===== src/rtl/cnt_clk_pkg.sv =====
// cnt_clk_pkg: shared types and constants for the divided-clock receiver.
// State encoding, select codes, tick counter width, expected interval.
package cnt_clk_pkg;

  typedef enum logic [1:0] {
    IDLE,
    SYNC,
    TRACK
  } state_e;

  localparam logic [1:0] CKS_DIV2  = 2'd0;
  localparam logic [1:0] CKS_DIV4  = 2'd1;
  localparam logic [1:0] CKS_DIV8  = 2'd2;
  localparam logic [1:0] CKS_DIV16 = 2'd3;

  localparam int TCNT_W = 8;

  function automatic logic [5:0] exp_interval(input logic [1:0] cks);
    logic [5:0] e;
    e = 6'd2;
    unique case (cks)
      CKS_DIV2:  e = 6'd2;
      CKS_DIV4:  e = 6'd4;
      CKS_DIV8:  e = 6'd8;
      CKS_DIV16: e = 6'd16;
    endcase
    return e;
  endfunction

endpackage


===== src/rtl/cnt_clk_in_sync.sv =====
// cnt_clk_in_sync: multi-stage synchronizer for the 4-bit divided-clock bus,
// followed by a previous-value flop giving per-bit rising-edge strobes.
module cnt_clk_in_sync #(
  parameter int SYNC_STAGES = 2
) (
  input  logic       clk_i,
  input  logic       rst_ni,
  input  logic [3:0] line_i,
  output logic [3:0] sync_o,
  output logic [3:0] edge_o
);

  logic [3:0] st_q [SYNC_STAGES];
  logic [3:0] prev_q;

  // Synchronizer chain and previous-value flop, all bits always running
  always_ff @(posedge clk_i or negedge rst_ni) begin
    if (!rst_ni) begin
      for (int i = 0; i < SYNC_STAGES; i++) st_q[i] <= '0;
      prev_q <= '0;
    end else begin
      st_q[0] <= line_i;
      for (int i = 1; i < SYNC_STAGES; i++) st_q[i] <= st_q[i-1];
      prev_q <= st_q[SYNC_STAGES-1];
    end
  end

  assign sync_o = st_q[SYNC_STAGES-1];
  assign edge_o = sync_o & ~prev_q;

endmodule


===== src/rtl/cnt_clk_in_rx.sv =====
// cnt_clk_in_rx: divided-clock bus receiver with tick counter and lock FSM.
// Define CNT_CLK_IN_PERIOD_CHECK_EN to compile in the edge-interval checker.
module cnt_clk_in_rx
  import cnt_clk_pkg::*;
#(
  parameter int PERIOD_TOL  = 0,
  parameter int SYNC_STAGES = 2
) (
  input  logic              sys_clk,
  input  logic              sys_rst_n,
  input  logic              en,
  input  logic [1:0]        cks,
  input  logic [3:0]        clk_in,
  input  logic              cnt_clr,
  input  logic              err_clr,
  output logic              tick,
  output logic [TCNT_W-1:0] tick_cnt,
  output logic              ovf,
  output logic              period_err,
  output logic              locked
);

  state_e            state_q, state_d;
  logic [1:0]        cks_q;
  logic              tick_q, tick_d;
  logic [TCNT_W-1:0] cnt_q, cnt_d;
  logic              ovf_q, ovf_d;
  logic [3:0]        sync_unused;
  logic [3:0]        edg;
  logic              sel_edge;
  logic              cks_chg;

  cnt_clk_in_sync #(
    .SYNC_STAGES(SYNC_STAGES)
  ) u_sync (
    .clk_i (sys_clk),
    .rst_ni(sys_rst_n),
    .line_i(clk_in),
    .sync_o(sync_unused),
    .edge_o(edg)
  );

  assign sel_edge = edg[cks];
  assign cks_chg  = en && (cks != cks_q);

  // Lock FSM: disable and select changes override normal progress
  always_comb begin
    state_d = state_q;
    if (!en) begin
      state_d = IDLE;
    end else if (cks_chg) begin
      state_d = SYNC;
    end else begin
      unique case (state_q)
        IDLE:    state_d = SYNC;
        SYNC:    if (sel_edge) state_d = TRACK;
        TRACK:   state_d = TRACK;
        default: state_d = IDLE;
      endcase
    end
  end

  // Tick strobe and wrapping tick counter; clear beats a tick
  always_comb begin
    tick_d = sel_edge && en && (state_q != IDLE);
    cnt_d  = cnt_q;
    ovf_d  = 1'b0;
    if (cnt_clr) begin
      cnt_d = '0;
    end else if (tick_q) begin
      cnt_d = cnt_q + TCNT_W'(1);
      ovf_d = &cnt_q;
    end
  end

  // Control and counter registers
  always_ff @(posedge sys_clk or negedge sys_rst_n) begin
    if (!sys_rst_n) begin
      state_q <= IDLE;
      cks_q   <= '0;
      tick_q  <= 1'b0;
      cnt_q   <= '0;
      ovf_q   <= 1'b0;
    end else begin
      state_q <= state_d;
      cks_q   <= cks;
      tick_q  <= tick_d;
      cnt_q   <= cnt_d;
      ovf_q   <= ovf_d;
    end
  end

`ifdef CNT_CLK_IN_PERIOD_CHECK_EN
  localparam logic [5:0] TOL = 6'(PERIOD_TOL);

  logic [5:0] ivl_q, ivl_d;
  logic       err_q, err_d;
  logic [5:0] exp_e;
  logic [5:0] dev;
  logic       chk_on;
  logic       err_set;

  // Interval counter and mismatch/timeout detection in TRACK only
  always_comb begin
    exp_e   = exp_interval(cks_q);
    dev     = (ivl_q >= exp_e) ? ivl_q - exp_e : exp_e - ivl_q;
    chk_on  = en && !cks_chg && (state_q == TRACK);
    err_set = 1'b0;
    if (chk_on) begin
      if (sel_edge) err_set = dev > TOL;
      else          err_set = ivl_q == exp_e + TOL + 6'd1;
    end
    ivl_d = ivl_q;
    if (state_q == IDLE)     ivl_d = '0;
    else if (sel_edge)       ivl_d = 6'd1;
    else if (ivl_q != 6'd63) ivl_d = ivl_q + 6'd1;
    err_d = err_set || (err_q && !err_clr);
  end

  // Checker registers
  always_ff @(posedge sys_clk or negedge sys_rst_n) begin
    if (!sys_rst_n) begin
      ivl_q <= '0;
      err_q <= 1'b0;
    end else begin
      ivl_q <= ivl_d;
      err_q <= err_d;
    end
  end

  assign period_err = err_q;
`else
  localparam int unused_tol = PERIOD_TOL;
  logic unused_err_clr;
  assign unused_err_clr = err_clr;
  assign period_err     = 1'b0;
`endif

  assign tick     = tick_q;
  assign tick_cnt = cnt_q;
  assign ovf      = ovf_q;
  assign locked   = (state_q == TRACK);

endmodule


===== config.mk =====
export PLATFORM = sky130hd
export DESIGN_NAME = cnt_clk_in_rx
export DESIGN_NICKNAME = d
export VERILOG_FILES = /design/src/rtl/cnt_clk_pkg.sv /design/src/rtl/cnt_clk_in_sync.sv /design/src/rtl/cnt_clk_in_rx.sv
export SDC_FILE = /design/constraint.sdc
export NUM_CORES = 1
export LEC_CHECK = 0
export ABC_CLOCK_PERIOD_IN_PS = 1400
export CAP_MARGIN = 40
export CORE_MARGIN = 3
export CORE_UTILIZATION = 40
export CTS_BUF_LIST = sky130_fd_sc_hd__clkbuf_8
export DETAILED_ROUTE_END_ITERATION = 6
export DONT_BUFFER_PORTS = 1
export GPL_TIMING_DRIVEN = 0
export MAX_ROUTING_LAYER = met4
export PLACE_DENSITY = 0.67
export SLEW_MARGIN = 10
export SYNTH_ARGS = -nofsm -noshare
export SYNTH_HDL_FRONTEND = slang
export SYNTH_SLANG_ARGS = --single-unit

===== constraint.sdc =====
create_clock -name sys_clk -period 1.4 [get_ports sys_clk]
set_input_delay 0.28 -clock sys_clk [delete_from_list [all_inputs] [get_ports sys_clk]]
set_output_delay 0.28 -clock sys_clk [all_outputs]
set_load 0.005 [all_outputs]

### Yosys cells after proc, flatten, opt, wreduce, memory -nomap -nowiden

Index checks and enable logic that the tools add are counted.

* word-level logic and storage cells: 33
* register bits: 26
* bits of input ports: 11
* output and inout bits: 12

* add/sub/neg operators: 1
* reductions and logical operators: 7
* multiplexer cells: 10
* bitwise logic cells: 2
* $lt $le $gt $ge: 1
* equal/unequal tests: 4

Operator list (number)
* $mux 8: 2
* $add 8x1->8 const B: 1
* $reduce_and 8->1: 1
* $mux 2: 3
* $pmux 2 s3: 1
* $and 4x4->4: 1
* $ne 4x4->1 const B: 1
* $not 4->4: 1
* $reduce_bool 2->1: 2
* $logic_and 1x1->1: 3
* $lt 2x3->1 const B: 1
* $mux 1: 3
* $bmux 1 s2: 1
* $eq 2x1->1 const B: 1
* $eq 2x2->1 const B: 1
* $logic_not 2->1: 1
* $ne 2x2->1: 1

### Longest topological paths before layout

* word-level depth: 8
* depth in mapped cells: 5
* depth with buffers taken out: 5

### By module

From an unflattened synthesis, not the netlist that was laid out.

* cells, all modules: 89
* area total of the unflattened synthesis: 1117.3 um^2

By module, submodules not included
* cnt_clk_in_rx: seq. area each 350.3 um^2, area an instance 732.0 um^2, cells each 69, instances 1
* cnt_clk_in_sync: seq. area each 300.3 um^2, area an instance 385.4 um^2, cells each 20, instances 1

### Worst setup path before layout

No wires, ideal clock.

* path kind: reg2reg
* start point: register u_sync.st_q (netlist bit u_sync.sync_o[3])
* end point: register state_q[0]
* setup slack: 39 ps
* arrival time: 1236 ps
* buffers on the path: 0
* cell stages (with the launch flop): 5
* data required time: 1275 ps
* clock period less this slack: 1361 ps
* cells stage by stage: dfrtp_1 > and4b_1 > nor4_2 > nand2_1 > mux2_4

* longest elaborated chain between the ends: 4

Ends and longest elaborated chain
* start, declared: line cnt_clk_in_sync.sv:13 `logic [3:0] st_q [SYNC_STAGES];`
* $and 4x4->4: line cnt_clk_in_sync.sv:29 `assign edge_o = sync_o & ~prev_q;`
* $bmux 1 s2: line cnt_clk_in_rx.sv:43 `assign sel_edge = edg[cks];`
* $mux 1 (not written as such): line cnt_clk_in_rx.sv:43
* $ne 4x4->1 (no line)
* end signal, assigned: line cnt_clk_in_rx.sv:85 `state_q <= state_d;`
* end, declared: line cnt_clk_in_rx.sv:23 `state_e state_q, state_d;`

Every way passes these cells. The select of a mux whose other input is x is not followed.
A chain may end at the register's enable or synchronous reset.

### Worst setup path after layout

Ends and elaborated chain as after synthesis.

==> summary.md <==
| Metric | Value |
|---|---|
| Status | complete, but fails checks |
| Violated checks | negative setup slack |
| I/O pin count | 23 |
| Share of layout cells above drive strength 1 | 21.6% |
| Pint | 1.23 mW |
| Total Routing Usage GR | 13.0% |
| Total gr overflow | 0 |
| Placer Congestion | 0.746 |
| NetSw | 0.315 mW |
| Comb pwr share | 8.4% |
| Synth area leaders | dfrtp_1, ha_1, xnor2_1, xor2_1, nor2_1 |
| Post-synthesis cell count | 81 |
| TritonCTS clock tree | yes |
| Sequential share of power | around 52% |
| Endpoints failing setup | 1 |
| Nets | 104 |
| Dpl ws | -80.7 ps |
| Largest net degree at the start of global routing | 27 |
| Port bufs | 0 |
| Overall routed net length | 1.74 mm |
| Yosys warning total | 0 |
| DRC violation count after routing | 0 |
| Crit share post-route | 101% |
| Final min period | 1410 ps |
| ANT cells | 0 |
| Die extent in y | 56.6 um |
| Leak | 0.528 nW |
| Core Box Area | 2320 sq um |
| Synth area leader | dfrtp_1 |
| Type of the tightest min-delay check | input port to flip-flop |
| Routed WL per cell | 15.0 um |
| Peak Freq | 710 MHz |
| Distinct cells, synth | 26 |
| Flop and latch count out of synthesis | 26 |
| TNS Setup | -9.07 ps |
| Switching power share of the total | between 20% and 30% |
| H-tree Lvls | 1 |
| Die X | 56.6 um |
| CTS root buf | clkbuf_8 |
| WS Path Type | flip-flop to flip-flop |
| Clock share of power | 39.8% |
| CTS clock-pin slew for the worst setup and hold paths | 90 ps |
| Sequential cell area fraction in the yosys report | 63.6% |
| Initial core utilization | between 40 and 50% |
| Power Density | 1260 nW/um^2 |
| Syn Std Cell Area | about 1000 sq um |
| Syn_nets | 96 |
| Final hold vios | 0 |
| Clock Path Buffers | 2 |
| HP Start | clk_in[0] |
| Total CTS buffers | 3 |
| Via density per instance | 5.32 |
| First-pass GRT wire length | 3.09 mm |
| Unrepaired setup endpoints after global routing | true |
| R2r setup slk | -9 ps |
| CP arrival | about 1600 ps |
| Area of the multi-input gates | between 300 and 400 sq um |
| Row count | 17 |
| Initial antenna violation count | 0 |
| Final slew viol count | 0 |
| Clk sink count | 26 |
| Reg area | 653 sq um |
| Area Growth Syn to Fin | 19.8% |
| Routed via count | 617 |
| Clock Latency Late Sink | around 270 ps |
| Final cell count without fillers | 116 |
| Worst clock skew | 2.61 ps |
| Final WS setup | -9.07 ps |
| Min-Delay Path Depth | 0 |
| Cell count after placement | roughly 110 |
| Hold Slack | 32.6 ps |
| Setup crit end kind | flip-flop |
| Hold Path Sink | u_sync.st_q[4] |
| Peak supply drop | between 0.6 and 0.7 mV |
| Worst Reg-to-Reg Cells | 4 |
| Antenna violation net count after detailed routing | 0 |
| Number of global-route vias before repair | 683 |
| CP Launch Type | flip-flop |
| Worst-path fanout max | 2 |
| Launching point of the worst reg2reg path | u_sync.sync_o[3] |
| Final HPWL DP | approximately 1.2 mm |
| Post-synth top area share | 63.6% |
| DRT Pass-1 Iters | 4 |
| RR Endpoint | state_q[0] |
| Critical path data required time | 1560 ps |
| Number of max-cap violations | 0 |
| Avg Inst Size Synth | 12.6 sq um |
| Die footprint | 3200 sq um |
| Iter 0 DRT Violations | 10 |
| Fill cell count | 205 |
==> flip-flops by register name, summed over array words and instances, names as in the netlist <==
register       cells
ovf                1
cks_q              2
state_q            2
tick               1
u_sync.prev_q      4
tick_cnt           8
u_sync.st_q        4
u_sync.sync_o      4
==> worst max path at each step <==
| stage | endpoint | slack (ps) | from |
|---|---|---|---|
| final | state_q[0] | -9 | u_sync.sync_o[3] |
| after global routing | state_q[0] | -100 | u_sync.sync_o[3] |
| after CTS | state_q[0] | -50 | u_sync.sync_o[0] |
| after detailed placement | state_q[0] | -80 | u_sync.sync_o[3] |
| after global placement | state_q[0] | -50 | u_sync.sync_o[3] |
| after floorplan | state_q[0] | 40 | u_sync.sync_o[3] |
==> per-stage QoR <==
stage	utilization (%)	instance area (sq um)	power, mW
detailed placement	45.7	1060	0.899
global placement	45.7	1060	0.889
floorplan	-	1020	0.879
CTS	50.4	1170	1.55
global route	52.9	1230	1.61
finish	52.9	1230	1.54
==> cells in the mapped netlist <==
library cell,n
conb_1,1
nor4b_1,1
o2111ai_1,1
nor4_1,1
buf_2,1
mux2i_1,2
dfrtp_1,26
nand4_1,3
or3_1,2
mux2_4,1
nand2_1,4
inv_1,5
o21ai_0,2
nor4bb_1,2
buf_4,1
nor4_2,1
nor2_1,6
xor2_1,3
clkbuf_1,1
a31oi_1,2
nand3_1,2
nor3_1,2
a21oi_1,2
xnor2_1,4
ha_1,4
and4b_1,1
==> layer usage <==
layer,vias to the layer above,global-route usage [%],part of all wire (%)
met5,-,-,0
met4,0,8.47,2.5
met3,4,4.37,6.1
met2,18,18.6,48
met1,307,15.4,43
li1,288,-,-
==> power by group through the flow <==
stage | registers [mW] | logic (mW) | clock network (mW)
after CTS | 0.797 | 0.120 | 0.630
after detailed placement | 0.812 | 0.0870 | 0
final | 0.798 | 0.129 | 0.613
after floorplan | 0.807 | 0.0716 | 0
after global routing | 0.803 | 0.144 | 0.666
after global placement | 0.810 | 0.0790 | 0
==> critical path, cell delays in order, from the launching register on <==
cell and delay, ps:
dfrtp_1 390, and4b_1 200, nor4_4 310, nand2_2 110
mux2_4 300
==> final cells by class <==
class | instances | area share [%]
clock buffer | 3 | 3.37
sequential | 26 | 53.3
clock inverter | 1 | 2.45
tap | 28 | 2.86
multi-input combinational | 47 | 31.8
timing repair buffer | 3 | 3.06
buffer | 3 | 1.63
inverter | 5 | 1.53
==> cell families (layout without fill, tap and decap cells) <==
family	count (synthesis)	in the layout	synth area share (%)
adders and majority gates	4	4	4.89
DFF	26	26	63.6
AOI/OAI and AO/OA	7	7	4.03
other	1	1	0.366
xor gates and xnor gates	7	7	5.99
buffers and inverters	8	15	3.42
muxes	3	3	3.42
and+or+nand+nor	25	25	14.3
==> cell usage in the layout (no fill, tap or decap) <==
master	instances
and4b_1	1
bufinv_16	1
nand3_1	2
xor2_1	3
mux2i_1	2
nor4b_2	1
nand4_1	3
nand2_2	1
mux2_4	1
dfrtp_2	2
conb_1	1
inv_1	5
nor4_4	1
o21ai_0	2
buf_12	1
buf_4	2
o2111ai_4	1
xnor2_1	4
clkbuf_4	1
or3_1	2
clkbuf_8	3
nor4bb_2	2
dfrtp_1	24
dlygate4sd3_1	1
nor3_1	1
a31oi_1	2
nor3_2	1
buf_2	1
ha_1	4
nand2_1	3
nor4_1	1
nor2_1	6
a21oi_1	2
==> repair_timing <==
item,CTS,global route
endpoints found under the setup margin,3,5
pin swaps,2,2
resized for setup,1,12
hold buffers,2,0
buffers inserted,1,0
endpoints found under the hold margin,26,0
Note: power is estimated with default switching activity, not from simulation.
